`config.mk`:
```
export PLATFORM = sky130hd
export DESIGN_NAME = rv_exec_issue_flat
export DESIGN_NICKNAME = d
export VERILOG_FILES = /design/src/rtl/rv_exec_issue_pkg.sv /design/src/rtl/rv_exec_issue_if.sv /design/src/rtl/rv_exec_issue_add.sv /design/src/rtl/rv_exec_issue.sv /design/src/flat_wrapper.sv
export SDC_FILE = /design/constraint.sdc
export NUM_CORES = 1
export LEC_CHECK = 0
export ABC_AREA = 1
export CORE_MARGIN = 1.5
export CORE_UTILIZATION = 34
export CTS_CLUSTER_SIZE = 12
export DETAILED_ROUTE_END_ITERATION = 8
export PLACE_DENSITY_LB_ADDON = 0.25
export SYNTH_ARGS = -nofsm -noshare
export SYNTH_HDL_FRONTEND = slang
export SYNTH_HIERARCHICAL = 1
export SYNTH_SLANG_ARGS = --single-unit
```
`constraint.sdc`:
```
create_clock -name i_clk -period 17.37 [get_ports i_clk]
set_clock_uncertainty 0.2 [all_clocks]
set_input_delay 1.737 -clock i_clk [delete_from_list [all_inputs] [get_ports i_clk]]
set_output_delay 1.737 -clock i_clk [all_outputs]
set_load 0.01 [all_outputs]
```
`src/rtl/rv_exec_issue_pkg.sv`:
```
// Shared types for the execute issue stage.
// Control bundle carried from decode through the issue buffer.
package rv_exec_issue_pkg;

  typedef enum logic [3:0] {
    ALU_ADD, ALU_SUB, ALU_SLL, ALU_SLT,
    ALU_SLTU, ALU_XOR, ALU_SRL, ALU_SRA,
    ALU_OR, ALU_AND, ALU_LUI
  } alu_ctrl_t;

  typedef enum logic [1:0] {
    RES_ALU, RES_MEM, RES_PC4, RES_CSR
  } res_src_t;

  typedef struct packed {
    logic [4:0]  rs1;
    logic [4:0]  rs2;
    logic [4:0]  rd;
    logic [31:0] imm;
    logic [2:0]  funct3;
    alu_ctrl_t   alu_ctrl;
    res_src_t    res_src;
    logic        reg_write;
    logic        op1_src;
    logic        op2_src;
    logic        jal;
    logic        jalr;
    logic        branch;
    logic        mret;
    logic        store;
    logic        to_trap;
  } issue_ctrl_t;

endpackage

```
`src/rtl/rv_exec_issue_if.sv`:
```
// Upstream/downstream handshake bundle of the issue stage.
// slave = the stage itself, master = whoever drives it.
interface rv_exec_issue_if
  import rv_exec_issue_pkg::*;
#(
  parameter int IADDR_SPACE_BITS = 32
) ();

  logic                        i_valid;
  logic                        o_ready;
  issue_ctrl_t                 i_ctrl;
  logic [IADDR_SPACE_BITS-1:1] i_pc;
  logic [IADDR_SPACE_BITS-1:1] i_pc_next;
  logic [IADDR_SPACE_BITS-1:1] i_ret_addr;
  logic [31:0]                 i_reg1_data;
  logic [31:0]                 i_reg2_data;

  logic                        o_valid;
  logic                        i_ready;
  issue_ctrl_t                 o_ctrl;
  logic [31:0]                 o_op1;
  logic [31:0]                 o_op2;
  logic [31:0]                 o_reg_data1;
  logic [31:0]                 o_reg_data2;
  logic [IADDR_SPACE_BITS-1:1] o_pc;
  logic [IADDR_SPACE_BITS-1:1] o_pc_next;
  logic [IADDR_SPACE_BITS-1:1] o_pc_target;
  logic                        o_inst_jal_jalr;

  modport slave (
    input  i_valid, i_ctrl, i_pc, i_pc_next,
    input  i_ret_addr, i_reg1_data, i_reg2_data,
    input  i_ready,
    output o_ready, o_valid, o_ctrl,
    output o_op1, o_op2, o_reg_data1, o_reg_data2,
    output o_pc, o_pc_next, o_pc_target,
    output o_inst_jal_jalr
  );

  modport master (
    output i_valid, i_ctrl, i_pc, i_pc_next,
    output i_ret_addr, i_reg1_data, i_reg2_data,
    output i_ready,
    input  o_ready, o_valid, o_ctrl,
    input  o_op1, o_op2, o_reg_data1, o_reg_data2,
    input  o_pc, o_pc_next, o_pc_target,
    input  o_inst_jal_jalr
  );

endinterface

```
`src/rtl/rv_exec_issue_add.sv`:
```
// Plain ripple adder with carry in/out.
// Shared by the PC target path.
module rv_exec_issue_add #(
  parameter int WIDTH = 32
) (
  input  logic [WIDTH-1:0] a,
  input  logic [WIDTH-1:0] b,
  input  logic             ci,
  output logic [WIDTH-1:0] s,
  output logic             co
);

  assign {co, s} = {1'b0, a} + {1'b0, b}
                 + {{WIDTH{1'b0}}, ci};

endmodule

```
`src/rtl/rv_exec_issue.sv`:
```
// Execute issue stage: two-entry head/skid buffer with
// operand bypass, operand muxing and PC target generation.
module rv_exec_issue
  import rv_exec_issue_pkg::*;
#(
  parameter int IADDR_SPACE_BITS = 32,
  parameter int FWD_PORTS        = 2
) (
  input  logic                    i_clk,
  input  logic                    i_reset,
  input  logic                    i_flush,
  input  logic [FWD_PORTS-1:0]    i_fwd_valid,
  input  logic [5*FWD_PORTS-1:0]  i_fwd_rd,
  input  logic [32*FWD_PORTS-1:0] i_fwd_data,
  rv_exec_issue_if.slave          bus
);

  localparam int AW = IADDR_SPACE_BITS;

  // Lowest-numbered matching port wins; x0 is never replaced.
  function automatic logic [31:0] byp(
    input logic [4:0]              rs,
    input logic [31:0]             d,
    input logic [FWD_PORTS-1:0]    fv,
    input logic [5*FWD_PORTS-1:0]  frd,
    input logic [32*FWD_PORTS-1:0] fd
  );
    logic [31:0] r;
    r = d;
    for (int k = FWD_PORTS-1; k >= 0; k--) begin
      if (fv[k] && frd[5*k +: 5] == rs && rs != 5'd0)
        r = fd[32*k +: 32];
    end
    return r;
  endfunction

  logic           head_valid, skid_valid;
  issue_ctrl_t    head_ctrl, skid_ctrl;
  logic [AW-1:1]  head_pc, head_pc_next;
  logic [AW-1:1]  skid_pc, skid_pc_next;
  logic [31:0]    head_r1, head_r2;
  logic [31:0]    skid_r1, skid_r2;

  logic [31:0]    h_r1, h_r2, s_r1, s_r2, n_r1, n_r2;
  logic           accept, consume;

  assign accept  = bus.i_valid & ~skid_valid;
  assign consume = head_valid & bus.i_ready;

  assign h_r1 = byp(head_ctrl.rs1, head_r1,
                    i_fwd_valid, i_fwd_rd, i_fwd_data);
  assign h_r2 = byp(head_ctrl.rs2, head_r2,
                    i_fwd_valid, i_fwd_rd, i_fwd_data);
  assign s_r1 = byp(skid_ctrl.rs1, skid_r1,
                    i_fwd_valid, i_fwd_rd, i_fwd_data);
  assign s_r2 = byp(skid_ctrl.rs2, skid_r2,
                    i_fwd_valid, i_fwd_rd, i_fwd_data);
  assign n_r1 = byp(bus.i_ctrl.rs1, bus.i_reg1_data,
                    i_fwd_valid, i_fwd_rd, i_fwd_data);
  assign n_r2 = byp(bus.i_ctrl.rs2, bus.i_reg2_data,
                    i_fwd_valid, i_fwd_rd, i_fwd_data);

  always_ff @(posedge i_clk or posedge i_reset) begin
    if (i_reset) begin
      head_valid   <= 1'b0;
      skid_valid   <= 1'b0;
      head_ctrl    <= '0;
      skid_ctrl    <= '0;
      head_pc      <= '0;
      head_pc_next <= '0;
      skid_pc      <= '0;
      skid_pc_next <= '0;
      head_r1      <= '0;
      head_r2      <= '0;
      skid_r1      <= '0;
      skid_r2      <= '0;
    end else begin
      head_r1 <= h_r1;
      head_r2 <= h_r2;
      skid_r1 <= s_r1;
      skid_r2 <= s_r2;
      if (i_flush) begin
        head_valid <= 1'b0;
        skid_valid <= 1'b0;
      end else if (!head_valid || consume) begin
        if (skid_valid) begin
          head_ctrl    <= skid_ctrl;
          head_pc      <= skid_pc;
          head_pc_next <= skid_pc_next;
          head_r1      <= s_r1;
          head_r2      <= s_r2;
          head_valid   <= 1'b1;
          skid_valid   <= accept;
          if (accept) begin
            skid_ctrl    <= bus.i_ctrl;
            skid_pc      <= bus.i_pc;
            skid_pc_next <= bus.i_pc_next;
            skid_r1      <= n_r1;
            skid_r2      <= n_r2;
          end
        end else begin
          head_valid <= accept;
          if (accept) begin
            head_ctrl    <= bus.i_ctrl;
            head_pc      <= bus.i_pc;
            head_pc_next <= bus.i_pc_next;
            head_r1      <= n_r1;
            head_r2      <= n_r2;
          end
        end
      end else if (accept) begin
        skid_valid   <= 1'b1;
        skid_ctrl    <= bus.i_ctrl;
        skid_pc      <= bus.i_pc;
        skid_pc_next <= bus.i_pc_next;
        skid_r1      <= n_r1;
        skid_r2      <= n_r2;
      end
    end
  end

  logic [AW-1:1] tgt_base, tgt_off;
  logic          tgt_co_unused;

  assign tgt_base = head_ctrl.mret ? bus.i_ret_addr
                  : head_ctrl.jalr ? h_r1[AW-1:1]
                  : head_pc;
  assign tgt_off  = head_ctrl.mret ? '0
                  : head_ctrl.imm[AW-1:1];

  rv_exec_issue_add #(
    .WIDTH(AW-1)
  ) u_tgt_add (
    .a  (tgt_base),
    .b  (tgt_off),
    .ci (1'b0),
    .s  (bus.o_pc_target),
    .co (tgt_co_unused)
  );

  assign bus.o_valid     = head_valid;
  assign bus.o_ready     = ~skid_valid;
  assign bus.o_reg_data1 = h_r1;
  assign bus.o_reg_data2 = h_r2;
  assign bus.o_pc        = head_pc;
  assign bus.o_pc_next   = head_pc_next;
  assign bus.o_op1 = head_ctrl.op1_src
                   ? 32'({head_pc, 1'b0}) : h_r1;
  assign bus.o_op2 = head_ctrl.op2_src
                   ? head_ctrl.imm : h_r2;
  assign bus.o_inst_jal_jalr = head_valid
    & (head_ctrl.jal | head_ctrl.jalr | head_ctrl.mret);

  // Side-effect bits must never leak from an empty head.
  always_comb begin
    bus.o_ctrl = head_ctrl;
    if (!head_valid) begin
      bus.o_ctrl.reg_write = 1'b0;
      bus.o_ctrl.store     = 1'b0;
      bus.o_ctrl.jal       = 1'b0;
      bus.o_ctrl.jalr      = 1'b0;
      bus.o_ctrl.branch    = 1'b0;
      bus.o_ctrl.mret      = 1'b0;
      bus.o_ctrl.to_trap   = 1'b0;
    end
  end

endmodule

```
`src/flat_wrapper.sv`:
```
// flat-port wrapper written by rule: the top's interface ports become plain ports
module rv_exec_issue_flat import rv_exec_issue_pkg::*;
#(
  parameter int IADDR_SPACE_BITS = 32,
  parameter int FWD_PORTS        = 2
)
  (i_clk, i_reset, i_flush, i_fwd_valid, i_fwd_rd, i_fwd_data, bus_i_valid, bus_i_ctrl, bus_i_pc, bus_i_pc_next, bus_i_ret_addr, bus_i_reg1_data, bus_i_reg2_data, bus_i_ready, bus_o_ready, bus_o_valid, bus_o_ctrl, bus_o_op1, bus_o_op2, bus_o_reg_data1, bus_o_reg_data2, bus_o_pc, bus_o_pc_next, bus_o_pc_target, bus_o_inst_jal_jalr);
  rv_exec_issue_if #(.IADDR_SPACE_BITS(IADDR_SPACE_BITS)) bus_i ();
  input  logic i_clk;
  input  logic i_reset;
  input  logic i_flush;
  input  logic [FWD_PORTS-1:0] i_fwd_valid;
  input  logic [5*FWD_PORTS-1:0] i_fwd_rd;
  input  logic [32*FWD_PORTS-1:0] i_fwd_data;
  input wire logic [$bits(bus_i.i_valid)-1:0] bus_i_valid;
  input wire logic [$bits(bus_i.i_ctrl)-1:0] bus_i_ctrl;
  input wire logic [$bits(bus_i.i_pc)-1:0] bus_i_pc;
  input wire logic [$bits(bus_i.i_pc_next)-1:0] bus_i_pc_next;
  input wire logic [$bits(bus_i.i_ret_addr)-1:0] bus_i_ret_addr;
  input wire logic [$bits(bus_i.i_reg1_data)-1:0] bus_i_reg1_data;
  input wire logic [$bits(bus_i.i_reg2_data)-1:0] bus_i_reg2_data;
  input wire logic [$bits(bus_i.i_ready)-1:0] bus_i_ready;
  output wire logic [$bits(bus_i.o_ready)-1:0] bus_o_ready;
  output wire logic [$bits(bus_i.o_valid)-1:0] bus_o_valid;
  output wire logic [$bits(bus_i.o_ctrl)-1:0] bus_o_ctrl;
  output wire logic [$bits(bus_i.o_op1)-1:0] bus_o_op1;
  output wire logic [$bits(bus_i.o_op2)-1:0] bus_o_op2;
  output wire logic [$bits(bus_i.o_reg_data1)-1:0] bus_o_reg_data1;
  output wire logic [$bits(bus_i.o_reg_data2)-1:0] bus_o_reg_data2;
  output wire logic [$bits(bus_i.o_pc)-1:0] bus_o_pc;
  output wire logic [$bits(bus_i.o_pc_next)-1:0] bus_o_pc_next;
  output wire logic [$bits(bus_i.o_pc_target)-1:0] bus_o_pc_target;
  output wire logic [$bits(bus_i.o_inst_jal_jalr)-1:0] bus_o_inst_jal_jalr;
  assign bus_i.i_valid = bus_i_valid;
  assign bus_i.i_ctrl = bus_i_ctrl;
  assign bus_i.i_pc = bus_i_pc;
  assign bus_i.i_pc_next = bus_i_pc_next;
  assign bus_i.i_ret_addr = bus_i_ret_addr;
  assign bus_i.i_reg1_data = bus_i_reg1_data;
  assign bus_i.i_reg2_data = bus_i_reg2_data;
  assign bus_i.i_ready = bus_i_ready;
  assign bus_o_ready = bus_i.o_ready;
  assign bus_o_valid = bus_i.o_valid;
  assign bus_o_ctrl = bus_i.o_ctrl;
  assign bus_o_op1 = bus_i.o_op1;
  assign bus_o_op2 = bus_i.o_op2;
  assign bus_o_reg_data1 = bus_i.o_reg_data1;
  assign bus_o_reg_data2 = bus_i.o_reg_data2;
  assign bus_o_pc = bus_i.o_pc;
  assign bus_o_pc_next = bus_i.o_pc_next;
  assign bus_o_pc_target = bus_i.o_pc_target;
  assign bus_o_inst_jal_jalr = bus_i.o_inst_jal_jalr;
  rv_exec_issue #(.IADDR_SPACE_BITS(IADDR_SPACE_BITS), .FWD_PORTS(FWD_PORTS)) u_core (.i_clk(i_clk), .i_reset(i_reset), .i_flush(i_flush), .i_fwd_valid(i_fwd_valid), .i_fwd_rd(i_fwd_rd), .i_fwd_data(i_fwd_data), .bus(bus_i));
endmodule
```
# Word-level counts from Yosys, hierarchy flattened
# Cells that the tools add are included.
totals:
  mem_bits_ro: 0
  elab_cells: 157
  output_inout_bits: 289
  ff_bits: 384
  latchBits: 0
  memories: 0
  inputBits: 303
  mem_bits_rw: 0
op_classes:
  n_mul: 0
  n_div: 0
  muxes: 57
  add_sub_neg: 1
  n_eq_ne: 13
  reduce_logical: 37
  n_lt_le_gt_ge: 0
  shifts: 0
  n_bitwise: 7
ops:
  columns: ["operator", "count"]
  rows:
  - ["32-bit two-way mux", 30]
  - ["31-bit two-way mux", 13]
  - ["65-bit two-way mux", 5]
  - ["5-bit equality test", 12]
  - ["31-bit adder", 1]
  - ["5-bit nonzero test", 6]
  - ["1-bit logical AND", 24]
  - ["1-bit two-way mux", 8]
  - ["6-bit two-way mux", 1]
  - ["2-bit nonzero test", 2]
  - ["1-bit AND", 3]
  - ["3-bit AND reduction", 1]
  - ["3-bit nonzero test", 1]
  - ["2-bit by 1-bit inequality test with 1-bit output (second input constant)", 1]
  - ["1-bit inverter", 2]
  - ["1-bit bitwise OR", 2]
  - ["2-bit AND reduction", 1]
  - ["1-bit zero test", 1]
  - ["1-bit logical OR", 1]

# Logic depth before layout (Yosys ltp)
logic_depth:
  ltp_word: 9
  mapped_depth: 24
  depth_no_buf: 22

# By module
# The synthesis kept the hierarchy.
by_module_without_submodules:
  columns: ["module", "n_inst", "area_per_inst_um2", "seq_area_each_um2", "cells_each"]
  rows:
  - ["rv_exec_issue", 1, 24492.2, 9609.2, 3673]
  - ["rv_exec_issue_add", 1, 2278.4, 0.0, 468]

# Worst setup path before layout
# No wires, ideal clock.
synth_timing:
  path_kind: "input-to-output"
  startpoint: "input i_fwd_rd[5]"
  endpoint: "output bus_o_pc_target[28]"
  slack_ns: 10.983
  cell_stages: 22
  t_required_ns: 15.433
  n_path_buf: 2
  t_arrival_ns: 4.450
  cell_sequence: "buf_2 nand2_1 o21ai_1 nor3_4 buf_2 nand3b_1 nand3_1 nand3_1 nand2_1 nand2_1 fa_1 fa_1 nand3_1 nand3_1 nand2_1 nand2_2 nand2_1 nand2_2 nand2_1 nand2_1 nand2_1 nand2_1"
synth_via:
  elab_chain_len: 8
synth_rtl:
  columns: ["element", "line", "source"]
  rows:
  - ["from (decl)", "flat_wrapper.sv:13", "input logic [5*FWD_PORTS-1:0] i_fwd_rd;"]
  - ["5-bit equality test", "rv_exec_issue.sv:31", "if (fv[k] && frd[5*k +: 5] == rs && rs != 5'd0)"]
  - ["1-bit logical AND (2 in series)", "rv_exec_issue.sv:31", null]
  - ["32-bit two-way mux (2 in series)", "rv_exec_issue.sv:31", null]
  - ["31-bit two-way mux", "rv_exec_issue.sv:126", ": head_ctrl.jalr ? h_r1[AW-1:1]"]
  - ["31-bit two-way mux", "rv_exec_issue.sv:125", "assign tgt_base = head_ctrl.mret ? bus.i_ret_addr"]
  - ["named net u_core.tgt_base (one bit)", "rv_exec_issue.sv:122", "logic [AW-1:1] tgt_base, tgt_off;"]
  - ["31-bit adder", "rv_exec_issue_add.sv:13", "assign {co, s} = {1'b0, a} + {1'b0, b}"]
  - ["to (decl)", "flat_wrapper.sv:32", "output wire logic [$bits(bus_i.o_pc_target)-1:0] bus_o_pc_target;"]
# The timed path passes the listed nets, and every way through them passes these cells.

# Worst setup path in the final report
layout_timing:
  startpoint: "input i_fwd_rd[6]"
  endpoint: "output bus_o_pc_target[8]"
# Same word-level chain as after synthesis.

==> flow_metrics.py <==
metrics = {
    "place": {
        "gp_congestion": 0.947,
        "port_buffers": 591,
        "hpwl_mm": 92.0,
        "dp.cells": 5495,
        "placed_area_mm2": 0.0328,
    },
    "setup_path": {
        "critPathMostFrequentCell": "nand2_1",
        "r2r_end": "u_core/bus.o_ctrl[24]$_DFFE_PP0P_",
        "rr_worst_depth": 10,
        "cp-endpoint": "bus_o_pc_target[8]",
        "critPathLaunch": "i_fwd_rd[6]",
        "crit_chain": "clkdlybuf4s50_1 -> inv_2 -> nand2_1 -> nand4_1 -> nor2_4 -> nand2_2 -> nand2_1 -> nand3_1 -> nand3_1 -> nand2_1 -> nand2_1 -> fa_1 -> fa_1 -> nand3_1 -> nand3_1 -> nand2_1 -> nand2_2 -> xor2_1 -> clkdlybuf4s50_1",
        "critPathArrivalTime_ns": 6.80,
        "cpPeakStageDelay_ns": 0.67,
        "crit_family": "simple AND/OR/NAND/NOR gates",
        "r2r-start": "u_core/bus.o_valid$_DFFE_PP0P_",
        "critical_path_buf_inv_count": 3,
        "worst-path-stages": 19,
        "reg2reg_slack_ns": 13.51,
        "critPathSlowestCell": "clkdlybuf4s50_1",
        "cp-end-kind": "output pin",
        "critPathKind": "in2out",
        "cp_max_fo": 33,
        "start_kind": "primary input",
        "cp.required_ns": 15.43,
    },
    "drt": {
        "routed_wl_mm": 126,
        "firstDrtPassIters": 6,
        "dr_total_vias": 29700,
        "vias_per_cell": 5.31,
        "wl_per_cell_um": 22.5,
        "ant_nets": 0,
        "route.detailed.drc": 0,
        "drt-initial-drc-count": 3663,
    },
    "cts": {
        "clockRootBuffer": "clkbuf_16",
        "postCtsSetupBuffers": 0,
        "clk_latency_ns": 0.61,
        "cts_sinks": 384,
        "tritoncts": "done",
        "numCtsBuffers": 49,
        "post_cts_resized": 0,
        "cts_htree_levels": 2,
        "cts_hold_buf": 0,
        "path_clk_slew_ns": 0.06,
        "cts_buffer_depth": 3,
    },
    "layout": {
        "nFillCells": 8257,
        "post_route_cells_drive_above_1_share_pct": 4.38,
        "stdcell_count": 5596,
        "final_cell_mix": "1438 x nand2_1, 819 x nand3_1, 591 x clkdlybuf4s50_1",
        "fin_area_mm2": 0.0344,
        "layout_commonest_cell": "nand2_1",
        "fin_nets": 4841,
        "syn2layout_area_growth_pct": 28.8,
    },
    "synth": {
        "syn_inst": 4133,
        "syn-num-nets": 4468,
        "avgSynthCellArea_um2": 6.47,
        "synth_area_mm2": 0.0267,
        "yosysWarningCount": 6,
    },
    "pwr": {
        "p_per_area_mw_per_mm2": 126,
        "internal_power_mw": 2.55,
        "power_frac_comb_pct": 46.2,
        "clockPowerShare_pct": 24.4,
        "leakagePower_nw": 17.3,
        "switching_share_pct": 41.1,
        "p_seq_share_pct": 29.4,
        "finalPower_mw": 4.33,
        "vdd_drop_max_mv": 0.0731,
        "power.switching_mw": 1.78,
    },
    "timing": {
        "final_max_slew_viol_count": 0,
        "slew-limit-headroom_pct": 25.8,
        "hold_viol_final": 0,
        "final.min_clock_period_ns": 8.74,
        "fin_setup_tns_ns": 0,
        "timing.final.crit_share_pct": 50.3,
        "setup_viol": 0,
        "fmax_mhz": 114,
        "tightestPinTransition_ns": 1.11,
        "rsz0062_at_grt": "false",
    },
    "grt": {
        "grt_first_pass_wirelength_mm": 185,
        "grt_max_degree": 112,
        "grt_pass1_vias": 27300,
        "grt_overflow": 0,
        "grtUsageTotal_pct": 30.3,
        "antenna_found_initial": 22,
    },
    "die": {
        "dieArea_mm2": 0.0803,
        "die_w_um": 283,
        "num_io_pins": 592,
        "start_util_pct": 34.4,
        "core-area_mm2": 0.0776,
        "die_y_um": 283,
        "rows": 102,
    },
    "min_path": {
        "worstHoldPathType": "reg2reg",
    },
    "job": {
        "maxCapViolCount": 0,
    },
    "run_status": {
        "status": "finished clean",
    },
}
[worst register-to-register path, stage by stage, from the launching register on]
cell and delay [ns]:
dfrtp_1 0.64, inv_1 0.17, nor2_1 0.08, nor2_4 0.07, buf_4 0.70, o21ai_4 0.10, buf_4 0.25, inv_6 0.42
buf_4 0.69, o211ai_1 0.31, o21ai_0 0.14
[how the worst min path moves through the flow]
| stage | startpoint | end | depth (start not counted) |
|---|---|---|---|
| 2_1_floorplan | u_core/skid_ctrl[10]$_DFFE_PP0P_ | u_core/skid_ctrl[10]$_DFFE_PP0P_ | 2 |
| 3_3_place_gp | u_core/skid_pc_next[10]$_DFFE_PP0P_ | u_core/skid_pc_next[10]$_DFFE_PP0P_ | 2 |
| 3_5_place_dp | u_core/skid_pc_next[18]$_DFFE_PP0P_ | u_core/skid_pc_next[18]$_DFFE_PP0P_ | 2 |
| 4_1_cts | u_core/skid_pc_next[18]$_DFFE_PP0P_ | u_core/skid_pc_next[18]$_DFFE_PP0P_ | 2 |
| 5_1_grt | u_core/skid_pc_next[16]$_DFFE_PP0P_ | u_core/skid_pc_next[16]$_DFFE_PP0P_ | 2 |
| 6_report | u_core/skid_ctrl[12]$_DFFE_PP0P_ | u_core/skid_ctrl[12]$_DFFE_PP0P_ | 2 |
[registers in the layout, summed over array words and instances, names as in the netlist]
| signal | cells |
|---|---|
| u_core/bus.o_pc | 31 |
| u_core/skid_pc_next | 31 |
| u_core/skid_ctrl | 65 |
| u_core/head_ctrl | 7 |
| u_core/skid_pc | 31 |
| u_core/skid_valid | 1 |
| u_core/bus.o_valid | 1 |
| u_core/skid_r2 | 32 |
| u_core/bus.o_ctrl | 58 |
| u_core/head_r2 | 32 |
| u_core/skid_r1 | 32 |
| u_core/head_r1 | 32 |
| u_core/bus.o_pc_next | 31 |
[layer usage]
| metal | vias up | track usage (%) | share of wire [%] |
|---|---|---|---|
| met2 | 1394 | 45.8 | 44 |
| met5 | - | 0 | 0.13 |
| met3 | 229 | 8.50 | 9.8 |
| li1 | 14100 | - | - |
| met4 | 26 | 9.73 | 3.3 |
| met1 | 14000 | 41.7 | 43 |
[through the flow]
| stage | setup WS, ns | hold slack, ns | util [%] |
|---|---|---|---|
| global route | 8.34 | 0.307 | 44.4 |
| floorplan | 4.76 | 0.248 | - |
| detailed placement | 8.69 | 0.269 | 42.2 |
| finish | 8.63 | 0.280 | 44.4 |
| global placement | 8.74 | 0.261 | 42.2 |
| CTS | 8.67 | 0.283 | 44.3 |
[power by group through the flow]
| stage | registers (mW) | clock network [mW] | logic, mW |
|---|---|---|---|
| 2_1_floorplan | 1.25 | 0 | 1.06 |
| 3_3_place_gp | 1.28 | 0 | 1.98 |
| 3_5_place_dp | 1.28 | 0 | 1.98 |
| 4_1_cts | 1.27 | 1.08 | 1.99 |
| 5_1_grt | 1.30 | 1.11 | 2.17 |
| 6_report | 1.27 | 1.06 | 2.00 |
[final cells by class]
class | count | area (µm²) | share of cell area (%)
Antenna cell | 10 | 25.0 | 0.0727
Clock buffer | 70 | 1370 | 3.96
Clock inverter | 21 | 265 | 0.770
Inverter | 414 | 1580 | 4.59
Multi-Input combinational cell | 3017 | 14000 | 40.7
Sequential cell | 384 | 9610 | 27.9
Tap cell | 1040 | 1300 | 3.78
Timing Repair Buffer | 640 | 6280 | 18.3
Power figures use the tool's default switching activity.
